File: src/rtl/seq_divider_pkg.sv
// Shared definitions for the sequential restoring divider: FSM state
// encoding and the fill value used for the divide-by-zero quotient.
package seq_divider_pkg;

    typedef enum logic [1:0] {
        ST_IDLE = 2'd0,
        ST_RUN  = 2'd1,
        ST_DONE = 2'd2
    } state_e;

    // Every quotient bit takes this value when the divisor is zero.
    localparam logic DBZ_QUOTIENT_BIT = 1'b1;

endpackage

File: src/rtl/seq_divider_subtractor.sv
// N-bit trial subtractor for the restoring divider: diff = a - b, formed as
// a + ~b + 1 so the carry out of the top bit doubles as a not-borrow flag.
module subtractor_n #(
    parameter int N = 33
) (
    input  logic [N-1:0] a,
    input  logic [N-1:0] b,
    output logic [N-1:0] diff,
    output logic         borrow
);

    logic [N:0] sum;

    // One's-complement add with carry-in of one; a missing carry means a < b.
    always_comb begin
        sum    = {1'b0, a} + {1'b0, ~b} + {{N{1'b0}}, 1'b1};
        diff   = sum[N-1:0];
        borrow = ~sum[N];
    end

endmodule

File: src/rtl/seq_divider.sv
// Multi-cycle unsigned restoring divider. One quotient bit is resolved per
// clock; start/busy/done handshake towards the ALU control unit.
module seq_divider
    import seq_divider_pkg::*;
#(
    parameter int WIDTH = 32
) (
    input  logic             clk,
    input  logic             rst_n,
    input  logic             start,
    input  logic [WIDTH-1:0] dividend,
    input  logic [WIDTH-1:0] divisor,
    output logic             busy,
    output logic             done,
    output logic [WIDTH-1:0] quotient,
    output logic [WIDTH-1:0] remainder,
    output logic             div_by_zero
);

    localparam int             CW       = $clog2(WIDTH + 1);
    localparam logic [CW-1:0]  CNT_LOAD = CW'(WIDTH);
    localparam logic [CW-1:0]  CNT_ONE  = CW'(1);

    state_e           state_q, state_d;
    logic [WIDTH:0]   r_q, r_d;
    logic [WIDTH-1:0] q_q, q_d;
    logic [WIDTH-1:0] d_q, d_d;
    logic [CW-1:0]    cnt_q, cnt_d;
    logic [WIDTH-1:0] quot_q, quot_d;
    logic [WIDTH-1:0] rem_q, rem_d;
    logic             dbz_q, dbz_d;

    logic             accept;
    logic             last_iter;
    logic [WIDTH:0]   r_shift;
    logic [WIDTH:0]   r_step;
    logic [WIDTH-1:0] q_step;
    logic [WIDTH:0]   trial_diff;
    logic             trial_borrow;
    // After every step R is below the divisor, so its top bit is always zero
    // and is discarded by the left shift; it is kept only for the full-width R.
    logic             unused_r_msb;

    assign unused_r_msb = r_q[WIDTH];

    // A request is taken whenever no operation is running (IDLE or DONE).
    assign accept    = start && (state_q != ST_RUN);
    assign last_iter = (cnt_q == CNT_ONE);

    // {R, Q} shifted left by one: the MSB of Q moves into the LSB of R.
    assign r_shift = {r_q[WIDTH-1:0], q_q[WIDTH-1]};

    subtractor_n #(
        .N(WIDTH + 1)
    ) u_sub (
        .a      (r_shift),
        .b      ({1'b0, d_q}),
        .diff   (trial_diff),
        .borrow (trial_borrow)
    );

    // Restoring step: keep the difference only when the subtraction did not borrow.
    always_comb begin
        r_step = trial_borrow ? r_shift : trial_diff;
        q_step = {q_q[WIDTH-2:0], ~trial_borrow};
    end

    // State register.
    always_ff @(posedge clk or negedge rst_n) begin
        if (!rst_n) begin
            state_q <= ST_IDLE;
        end else begin
            state_q <= state_d;
        end
    end

    // Next-state logic; a zero divisor skips the iteration phase entirely.
    always_comb begin
        state_d = state_q;
        case (state_q)
            ST_IDLE, ST_DONE: begin
                if (start) begin
                    state_d = (divisor == '0) ? ST_DONE : ST_RUN;
                end else begin
                    state_d = ST_IDLE;
                end
            end
            ST_RUN: begin
                if (last_iter) begin
                    state_d = ST_DONE;
                end
            end
            default: state_d = ST_IDLE;
        endcase
    end

    // Datapath next values: load on accept, iterate in RUN, publish on the last step.
    always_comb begin
        r_d    = r_q;
        q_d    = q_q;
        d_d    = d_q;
        cnt_d  = cnt_q;
        quot_d = quot_q;
        rem_d  = rem_q;
        dbz_d  = dbz_q;
        if (accept) begin
            q_d   = dividend;
            d_d   = divisor;
            r_d   = '0;
            cnt_d = CNT_LOAD;
            dbz_d = 1'b0;
            if (divisor == '0) begin
                quot_d = {WIDTH{DBZ_QUOTIENT_BIT}};
                rem_d  = dividend;
                dbz_d  = 1'b1;
            end
        end else if (state_q == ST_RUN) begin
            q_d   = q_step;
            r_d   = r_step;
            cnt_d = cnt_q - CNT_ONE;
            if (last_iter) begin
                quot_d = q_step;
                rem_d  = r_step[WIDTH-1:0];
            end
        end
    end

    // Datapath registers; reset discards any in-flight operation.
    always_ff @(posedge clk or negedge rst_n) begin
        if (!rst_n) begin
            r_q    <= '0;
            q_q    <= '0;
            d_q    <= '0;
            cnt_q  <= '0;
            quot_q <= '0;
            rem_q  <= '0;
            dbz_q  <= 1'b0;
        end else begin
            r_q    <= r_d;
            q_q    <= q_d;
            d_q    <= d_d;
            cnt_q  <= cnt_d;
            quot_q <= quot_d;
            rem_q  <= rem_d;
            dbz_q  <= dbz_d;
        end
    end

    // Handshake outputs decoded from the state; results come straight from flops.
    always_comb begin
        busy        = (state_q == ST_RUN);
        done        = (state_q == ST_DONE);
        quotient    = quot_q;
        remainder   = rem_q;
        div_by_zero = dbz_q;
    end

endmodule

File: config.mk
export PLATFORM = sky130hd
export DESIGN_NAME = seq_divider
export DESIGN_NICKNAME = d
export VERILOG_FILES = /design/src/rtl/seq_divider_pkg.sv /design/src/rtl/seq_divider_subtractor.sv /design/src/rtl/seq_divider.sv
export SDC_FILE = /design/constraint.sdc
export NUM_CORES = 1
export LEC_CHECK = 0
export BUFFER_PORTS_ARGS = -buffer_cell sky130_fd_sc_hd__buf_2
export CAP_MARGIN = 5
export CORE_MARGIN = 3
export CORE_UTILIZATION = 52
export CTS_BUF_LIST = sky130_fd_sc_hd__clkbuf_16
export DETAILED_ROUTE_END_ITERATION = 12
export GPL_TIMING_DRIVEN = 0
export PLACE_DENSITY = 0.77
export SLEW_MARGIN = 20
export SYNTH_ARGS = -nofsm -noshare
export SYNTH_HDL_FRONTEND = slang
export SYNTH_SLANG_ARGS = --single-unit
File: constraint.sdc
create_clock -name clk -period 2.74 [get_ports clk]
set_input_delay 0.548 -clock clk [delete_from_list [all_inputs] [get_ports clk]]
set_output_delay 0.548 -clock clk [all_outputs]
set_load 0.02 [all_outputs]
==> results.cfg, run 1 <==
[cts]
clock_latency_ps = 440
cts_max_level = 4
cts_made_buffers = 17
cts_sinks = 169
root_buffer = clkbuf_16
clk_pin_slew_ps = 70
cts_buffer_depth = 2
ctsHoldBuffers = 0
cts_tree = built

[hold_path]
hp-class = in2async

[floorplan]
fp.dieH_um = 137
core_area_sq_mm = 0.0166
num_rows = 47
die_width_um = 137
ioPinCount = 134
initial_core_util = 0.534
die_area_sq_mm = 0.0187

[timing]
timing.final.crit_share = 1.03
period_needed_ps = 2820
setup_tns_ps = -154
rsz0062_at_grt = yes
setup_ws_ps = -78.1
timing_hold_violations_final = 0
skew_ps = 11.5
relSlewSlack = 0.508
slew_viol_final = 0
tightest_slew_ps = 738
fmax_mhz = 355
setup_viol = 4

[finish]
layout-area-overhead-vs-synth_pct = 25.9
drive_above_1_share = 0.248
fillerInstances = 1275
nNetsFinal = 1259
final_util = 0.672
n_antenna_cell = 0

[synthesis]
yosysMostFrequentCell = dfrtp_1
ys.warnings.count = 0
syn_area_sq_mm = 0.00889
synth_top_area_frac = 0.476
synth_cell_types = 56
ys.flop_type = dfrtp_1
synth_fp_nets = 1087
synthCells = 985
netlist_top_cells_count = 169 x dfrtp_1, 148 x nand2_1, 95 x a21oi_1, 95 x o21ai_0, 92 x nor2_1
synth_edf_count = 0
synth.avg_cell_area_sq_um = 9.02
ys_ff_latch = 169
ys_top_cells_by_area = dfrtp_1 48%, nand2_1 6.3%, a21oi_1 5.3%
synth_top_area_cell = dfrtp_1
async_flop_share = 1.00
ys_seq_area_frac = 0.476

[worst_setup_path]
cp.required_ps = 3020
r2r-end = r_q[28]$_DFFE_PN0P_
crit_fanout = 4
worstSetupStartpoint = q_q[31]$_DFFE_PN0P_
rr_worst_depth = 12
critical_path_class = reg2reg
crit_path_end_kind = flop
worstReg2RegStart = q_q[31]$_DFFE_PN0P_
start_kind = flop
cpMaxStageDelayCell = dfrtp_1
arrival_ps = 3100
cpMostUsedCell = a21oi_2
path_cells = inv_1 -> ha_2 -> fa_2 -> nand2b_4 -> a21o_4 -> a211oi_4 -> a21oi_2 -> o311ai_2 -> buf_4 -> a21oi_2 -> mux2i_2 -> a31oi_1
cpPeakStageDelay_ps = 410
crit_end = r_q[28]$_DFFE_PN0P_
rrSetupSlack_ps = -80

[power]
p_per_area_mw_per_mm2 = 1620
p_leak_nw = 5.22
max-vdd-ir-drop_uv = 751

[global_route]
grt_pass1_wl_um = 42400
grt_overflow = 0
grtUsageTotal = 0.294
grt_pass1_vias = 8256
antenna_found_initial = 1
grt_max_degree = 66

[drt]
vias_per_cell = 6.07
drtIter0Drc = 903
drt-total-wl_um = 27600
drt_first_pass_iters = 5
routed-via-count = 8433
routedWlPerCell_um = 19.8
ant_nets = 0
route.detailed.drc = 0

[placed_design]
gp_congestion = 0.967
io_buffers = 132
hpwl_um = 19700

[outcome]
violations = negative setup slack
status = complete, but fails checks

[job]
cap_violations = 0
state kept, by name, summed over array words and instances, names as in the netlist:
signal       flops
quotient        32
r_q             32
remainder       32
q_q             32
state_q          2
cnt_q            6
div_by_zero      1
d_q             32
logic make-up after synthesis:
group / after synthesis / synth area share
adders and majority gates: 35 / 0.0501
AOI/OAI and AO/OA: 311 / 0.214
and+or+nand+nor: 315 / 0.154
xor gates and xnor gates: 18 / 0.0177
DFF: 169 / 0.476
buffers and inverters: 98 / 0.0448
muxes: 39 / 0.0439
where the power goes:
| part | internal, W | switching [W] |
|---|---|---|
| combinational | 0.00444 | 0.00657 |
| clock | 0.00148 | 0.00113 |
| sequential | 0.00367 | 0.000869 |
| total | 0.00959 | 0.00857 |
placed cells by master, fill, tap and decap left out, drive strengths merged, types with 4 or more instances in the layout:
master / instances
nor4: 12
o21ai: 95
nand2: 148
xor2: 9
and3: 4
nor3: 13
a31oi: 33
inv: 51
dfrtp: 169
a21o: 8
and2: 7
a21oi: 97
xnor2: 9
nand3: 9
nor2b: 4
o21bai: 4
clkbuf: 59
mux2i: 39
buf: 167
nor2: 92
ha: 34
o31ai: 4
a211oi: 6
o21a: 6
a22oi: 12
nand4: 10
o22a: 22
nand2b: 7
repair_timing:
item / 4_1_cts / 5_1_grt
setup endpoints to repair: 77 / 106
gates cloned: 0 / 3
setup buffers: 11 / 11
resized for setup: 40 / 72
pin swaps: 16 / 29
how the worst min path moves through the flow:
stage	slack [ps]	endpoint	cells after the start
final	5	quotient[26]$_DFFE_PN0P_	1
after detailed placement	450	quotient[12]$_DFFE_PN0P_	2
after floorplan	250	cnt_q[0]$_DFFE_PN0P_	0
after global routing	40	quotient[29]$_DFFE_PN0P_	1
after CTS	20	quotient[26]$_DFFE_PN0P_	1
after global placement	450	quotient[6]$_DFFE_PN0P_	2
critical path: cells and delay by family, from the launching register on:
family                   cells  cell delay [ps]
AO/OA/AOI/OAI                6             1050
adder cells (fa/ha/maj)      2              530
buffers and inverters        2              270
AND/OR/NAND/NOR              1              150
multiplexers                 1              270
flip-flops                   1              410
layout make-up:
class	count	area (sq um)	area share
clock buffers	17	425	0.0380
flip-flops and latches	169	4230	0.378
multi-input cells	718	4720	0.422
repair buffers	159	923	0.0826
inverters	42	158	0.0141
well taps	220	275	0.0246
plain buffers	50	250	0.0224
clock inverters	15	206	0.0185
layer usage:
| layer | share of wire | global-route usage | vias up |
|---|---|---|---|
| li1 | - | - | 3839 |
| met1 | 0.41 | 0.398 | 4100 |
| met2 | 0.48 | 0.477 | 414 |
| met3 | 0.075 | 0.0445 | 78 |
| met4 | 0.037 | 0.120 | 2 |
| met5 | 0.00047 | 0 | - |
per-stage QoR:
| stage | setup WS, ps | instance area, sq um | hold slack, ps | std cells | power (W) |
|---|---|---|---|---|---|
| after floorplan | 126 | 8890 | 252 | 985 | 0.0107 |
| after global placement | -1470 | 9820 | 448 | 1337 | 0.0130 |
| after detailed placement | -611 | 9890 | 451 | 1339 | 0.0132 |
| after CTS | -56.3 | 10800 | 19.4 | 1381 | 0.0167 |
| after global routing | -164 | 11200 | 37.8 | 1390 | 0.0193 |
| final | -78.1 | 11200 | 4.93 | 1390 | 0.0182 |
Note: power is estimated with default switching activity, not from simulation.
==> run 2, diff against run 1 <==
Settings changed: CORE_MARGIN 3 to 2.
==> run 2 against run 1 <==
Compared with the run above:
- the flow still finishes with violations (negative setup slack)
- register-to-register slack lost 20 ps
- first-iteration DRC count shrank 3.1%
- clock skew shrank 3.0 ps
- global-route usage grew 1.2 points
- setup slack lost 21 ps
- final area grew 0.72%
- sequential share of layout area shrank 0.26 points
- die area shrank 2.9%
- hold slack gained 60 ps
- non-clock buffer count grew 2
==> results.cfg, run 2 (synthesis results as in run 1) <==
[outcome]
status = complete, but fails checks
violations = negative setup slack

[drt]
vias_per_cell = 6.13
drt-total-wl_um = 28800
drtIter0Drc = 875
routedWlPerCell_um = 20.7
route.detailed.drc = 0
routed-via-count = 8537
ant_nets = 0
drt_first_pass_iters = 6

[cts]
cts_max_level = 4
clock_latency_ps = 450
clk_pin_slew_ps = 70
cts_tree = built
cts_buffer_depth = 2
cts_made_buffers = 17
cts_sinks = 169
root_buffer = clkbuf_16
ctsHoldBuffers = 0

[finish]
n_antenna_cell = 0
nNetsFinal = 1261
final_common_cell = dfrtp_1
layout-area-overhead-vs-synth_pct = 26.8
final_util = 0.677
most-common-layout-cells = 167 x dfrtp_1, 145 x nand2_1, 132 x buf_2, 91 x o21ai_0, 90 x nor2_1
drive_above_1_share = 0.253
instances_no_fill = 1392

[timing]
slew_viol_final = 0
period_needed_ps = 2840
setup_ws_ps = -99.4
timing.final.crit_share = 1.04
fmax_mhz = 352
timing_hold_violations_final = 0
setup_viol = 11
tightest_slew_ps = 747
relSlewSlack = 0.502
holdWs_ps = 64.6
rsz0062_at_grt = yes
skew_ps = 8.47

[global_route]
grt_max_degree = 101
grt.busiest_layer = met2
met3_usage = 0.0529
grt_overflow = 0
antenna_found_initial = 0
grtUsageTotal = 0.306
grt_pass1_wl_um = 42500
grt_pass1_vias = 8106
gr-usage-met2 = 0.488
grt_util_met1 = 0.412

[floorplan]
num_rows = 47
ioPinCount = 134
die_width_um = 135
die_area_sq_mm = 0.0182
initial_core_util = 0.534
core_area_sq_mm = 0.0166
fp.dieH_um = 135

[placed_design]
dp_cells = 1338
gp_congestion = 0.940
io_buffers = 132
hpwl_um = 19700

[job]
cap_violations = 0

[worst_setup_path]
crit_path_end_kind = flop
start_kind = flop
critical_path_class = reg2reg
cp.required_ps = 3030
arrival_ps = 3130
crit_fanout = 4

[hold_path]
hp-class = in2async
run 2: cell count changes in the layout (fill, tap and decap cells not counted), moves of 3 or more:
cell / change
a21oi_2: -5
a21oi_4: +4
buf_6: +4
clkinv_2: +3
ha_4: +3
run 2: path summary, 6_finish.rpt:
| kind | from | endpoint | slack, ps | depth (start not counted) |
|---|---|---|---|---|
| setup / recovery | q_q[31]$_DFFE_PN0P_ | r_q[28]$_DFFE_PN0P_ | -100 | 12 |
| hold / removal | rst_n | q_q[28]$_DFFE_PN0P_ | 60 | 1 |
| setup reg to reg | q_q[31]$_DFFE_PN0P_ | r_q[28]$_DFFE_PN0P_ | -100 | 12 |
| hold reg to reg | quotient[14]$_DFFE_PN0P_ | quotient[14]$_DFFE_PN0P_ | 470 | 2 |
| max in group asynchronous | rst_n | r_q[15]$_DFFE_PN0P_ | 1790 | 2 |
| min in group clk | divisor[3] | d_q[3]$_DFFE_PN0P_ | 330 | 3 |
run 2: area by class of cell:
type                    instances  area (sq um)
clock inverters                15           186
flip-flops and latches        169          4230
multi-input cells             718          4790
repair buffers                161           951
plain buffers                  50           251
well taps                     220           275
inverters                      42           158
clock buffers                  17           425
fillers                      1263          5380
run 2: timing repair:
item                                    in CTS  in global routing
buffers inserted                            10                 15
gates resized for setup                     39                 92
endpoints found under the setup margin      77                106
pin swaps                                   13                 36
gates cloned                                 0                  4
run 2: stage by stage:
| stage | TNS (ps) | setup WS [ps] | area (sq um) |
|---|---|---|---|
| after floorplan | 0 | 126 | 8890 |
| after global placement | -289610 | -1500 | 9820 |
| after detailed placement | -40870 | -597 | 9860 |
| after CTS | -88.5 | -29.7 | 10700 |
| after global routing | -2290 | -151 | 11300 |
| final | -591 | -99.4 | 11300 |
run 2: worst max-delay path, stage by stage (launching register included):
cell	delay (ps)
dfrtp_1	410
inv_1	70
ha_2	200
fa_2	350
nand2b_4	160
a21o_4	240
a211oi_4	290
a21oi_4	120
o311ai_2	210
buf_4	200
a21oi_4	60
mux2i_2	260
a31oi_1	120
run 2: per-layer routing:
metal | up-vias | part of all wire
met1 | 4127 | 0.40
li1 | 3839 | -
met2 | 458 | 0.48
met4 | 0 | 0.048
met3 | 113 | 0.078
met5 | - | 0
Power of run 2 is not shown: default switching activity piles up to over one toggle a cycle in this logic, so the estimate is an artifact.
==> run 3, diff against run 2 <==
Settings changed: CORE_MARGIN 2 to 5, HOLD_SLACK_MARGIN set to 0.06.
==> run 3 against run 2 <==
Compared with the run above:
- global-route usage decreased by 3.2 points
- final cell count decreased by 0.43%
- maximum frequency decreased by 2.0%
- final area decreased by 2.0%
- critical path depth unchanged
- critical endpoint is now r_q[30]$_DFFE_PN0P_
- the flow still finishes with violations (negative setup slack)
- routed wire length decreased by 2.4%
==> results.cfg, run 3 (synthesis results as in run 1) <==
[finish]
nNetsFinal = 1256
n_antenna_cell = 0
final_cell_area_sq_mm = 0.0110
layout-area-overhead-vs-synth_pct = 24.2
final_common_cell = dfrtp_1
most-common-layout-cells = 165 x dfrtp_1, 146 x nand2_1, 132 x buf_2, 91 x o21ai_0, 91 x nor2_1
drive_above_1_share = 0.235

[power]
p_leak_nw = 5.15
max-vdd-ir-drop_uv = 984
p_per_area_mw_per_mm2 = 1620

[timing]
rsz0062_at_grt = yes
skew_ps = 10.9
setup_viol = 12
period_needed_ps = 2900
setup_ws_ps = -158
relSlewSlack = 0.510
slew_viol_final = 0
timing.final.crit_share = 1.06
fmax_mhz = 345
tightest_slew_ps = 735
timing_hold_violations_final = 0

[placed_design]
place_area_sq_mm = 0.00986
dp_slack_ps = -631
gp_congestion = 0.920
hpwl_um = 19900
io_buffers = 132

[drt]
ant_nets = 0
drt_first_pass_iters = 5
vias_per_cell = 6.10
drt-total-wl_um = 28100
drtIter0Drc = 767
route.detailed.drc = 0
routed-via-count = 8459
routedWlPerCell_um = 20.3

[global_route]
met3_usage = 0.0525
grtUsageTotal = 0.275
grt_pass1_wl_um = 43000
gr-usage-met2 = 0.444
grt_util_met1 = 0.362
grt.busiest_layer = met2
grt_pass1_vias = 8308
grt_overflow = 0
antenna_found_initial = 0
grt_max_degree = 103

[worst_setup_path]
critical_path_class = reg2reg
cp.required_ps = 3020
crit_fanout = 4
arrival_ps = 3180
rrSetupSlack_ps = -160
start_kind = flop
crit_path_end_kind = flop

[floorplan]
core_area_sq_mm = 0.0167
die_width_um = 141
ioPinCount = 134
initial_core_util = 0.532
num_rows = 47
die_area_sq_mm = 0.0198
fp.dieH_um = 141

[outcome]
status = complete, but fails checks
violations = negative setup slack

[cts]
root_buffer = clkbuf_16
cts_max_level = 4
cts_made_buffers = 17
cts_buffer_depth = 2
cts_sinks = 169
cts_tree = built
clk_pin_slew_ps = 70
clock_latency_ps = 440

[hold_path]
hp-class = in2async

[job]
cap_violations = 0
==> run 3: where the power goes <==
part / switching, W / leakage (nW) / internal [W] / total (W)
logic: 0.00652 / 2.77 / 0.00436 / 0.0109
clock network: 0.00105 / 0.288 / 0.00135 / 0.00240
registers: 0.000868 / 2.10 / 0.00368 / 0.00454
==> run 3: cell type report <==
cell class | instances | area [sq um]
Clock buffer | 17 | 425
Inverter | 42 | 158
Multi-Input combinational cell | 718 | 4670
Clock inverter | 14 | 146
Tap cell | 220 | 275
Timing Repair Buffer | 156 | 885
Buffer | 50 | 241
Sequential cell | 169 | 4230
Fill cell | 1313 | 5670
==> run 3: what timing repair did <==
action | in CTS | in global routing
hold buffers | 0 | 0
setup endpoints to repair | 77 | 101
pin swaps | 11 | 22
buffers inserted | 9 | 12
gates resized for setup | 46 | 55
cloned | 0 | 2
==> run 3: final timing paths <==
| kind | start | to | cells after the start |
|---|---|---|---|
| setup reg to reg | q_q[31]$_DFFE_PN0P_ | r_q[30]$_DFFE_PN0P_ | 12 |
| max in group asynchronous | rst_n | r_q[7]$_DFFE_PN0P_ | 2 |
| hold / removal | rst_n | q_q[26]$_DFFE_PN0P_ | 1 |
| setup / recovery | q_q[31]$_DFFE_PN0P_ | r_q[30]$_DFFE_PN0P_ | 12 |
| min in group clk | divisor[31] | d_q[31]$_DFFE_PN0P_ | 3 |
| hold reg to reg | quotient[12]$_DFFE_PN0P_ | quotient[12]$_DFFE_PN0P_ | 2 |
==> run 3: metal layers <==
layer / up-vias / routed length [um]
met5: - / 0
met4: 0 / 1390
met3: 92 / 2080
met2: 400 / 13300
met1: 4137 / 11300
li1: 3830 / -
==> run 3: worst max-delay path, stage by stage (launching register included) <==
cell      delay (ps)
dfrtp_1          450
inv_2             80
ha_4             180
fa_2             350
nand2b_4         160
a21o_4           250
a211oi_4         270
a21oi_4          120
o311ai_2         230
buf_4            200
a21oi_2           70
mux2i_2          250
a31oi_1          130
==> run 3: metrics by stage <==
stage,TNS [ps],std cells,utilization,power [W],hold WS (ps)
2_1_floorplan,0,985,-,0.0107,252
3_3_place_gp,-282330,1337,0.588,0.0130,448
3_5_place_dp,-37560,1338,0.590,0.0132,452
4_1_cts,-125,1375,0.641,0.0165,84.1
5_1_grt,-1910,1386,0.661,0.0189,106
6_report,-840,1386,0.661,0.0178,53.3
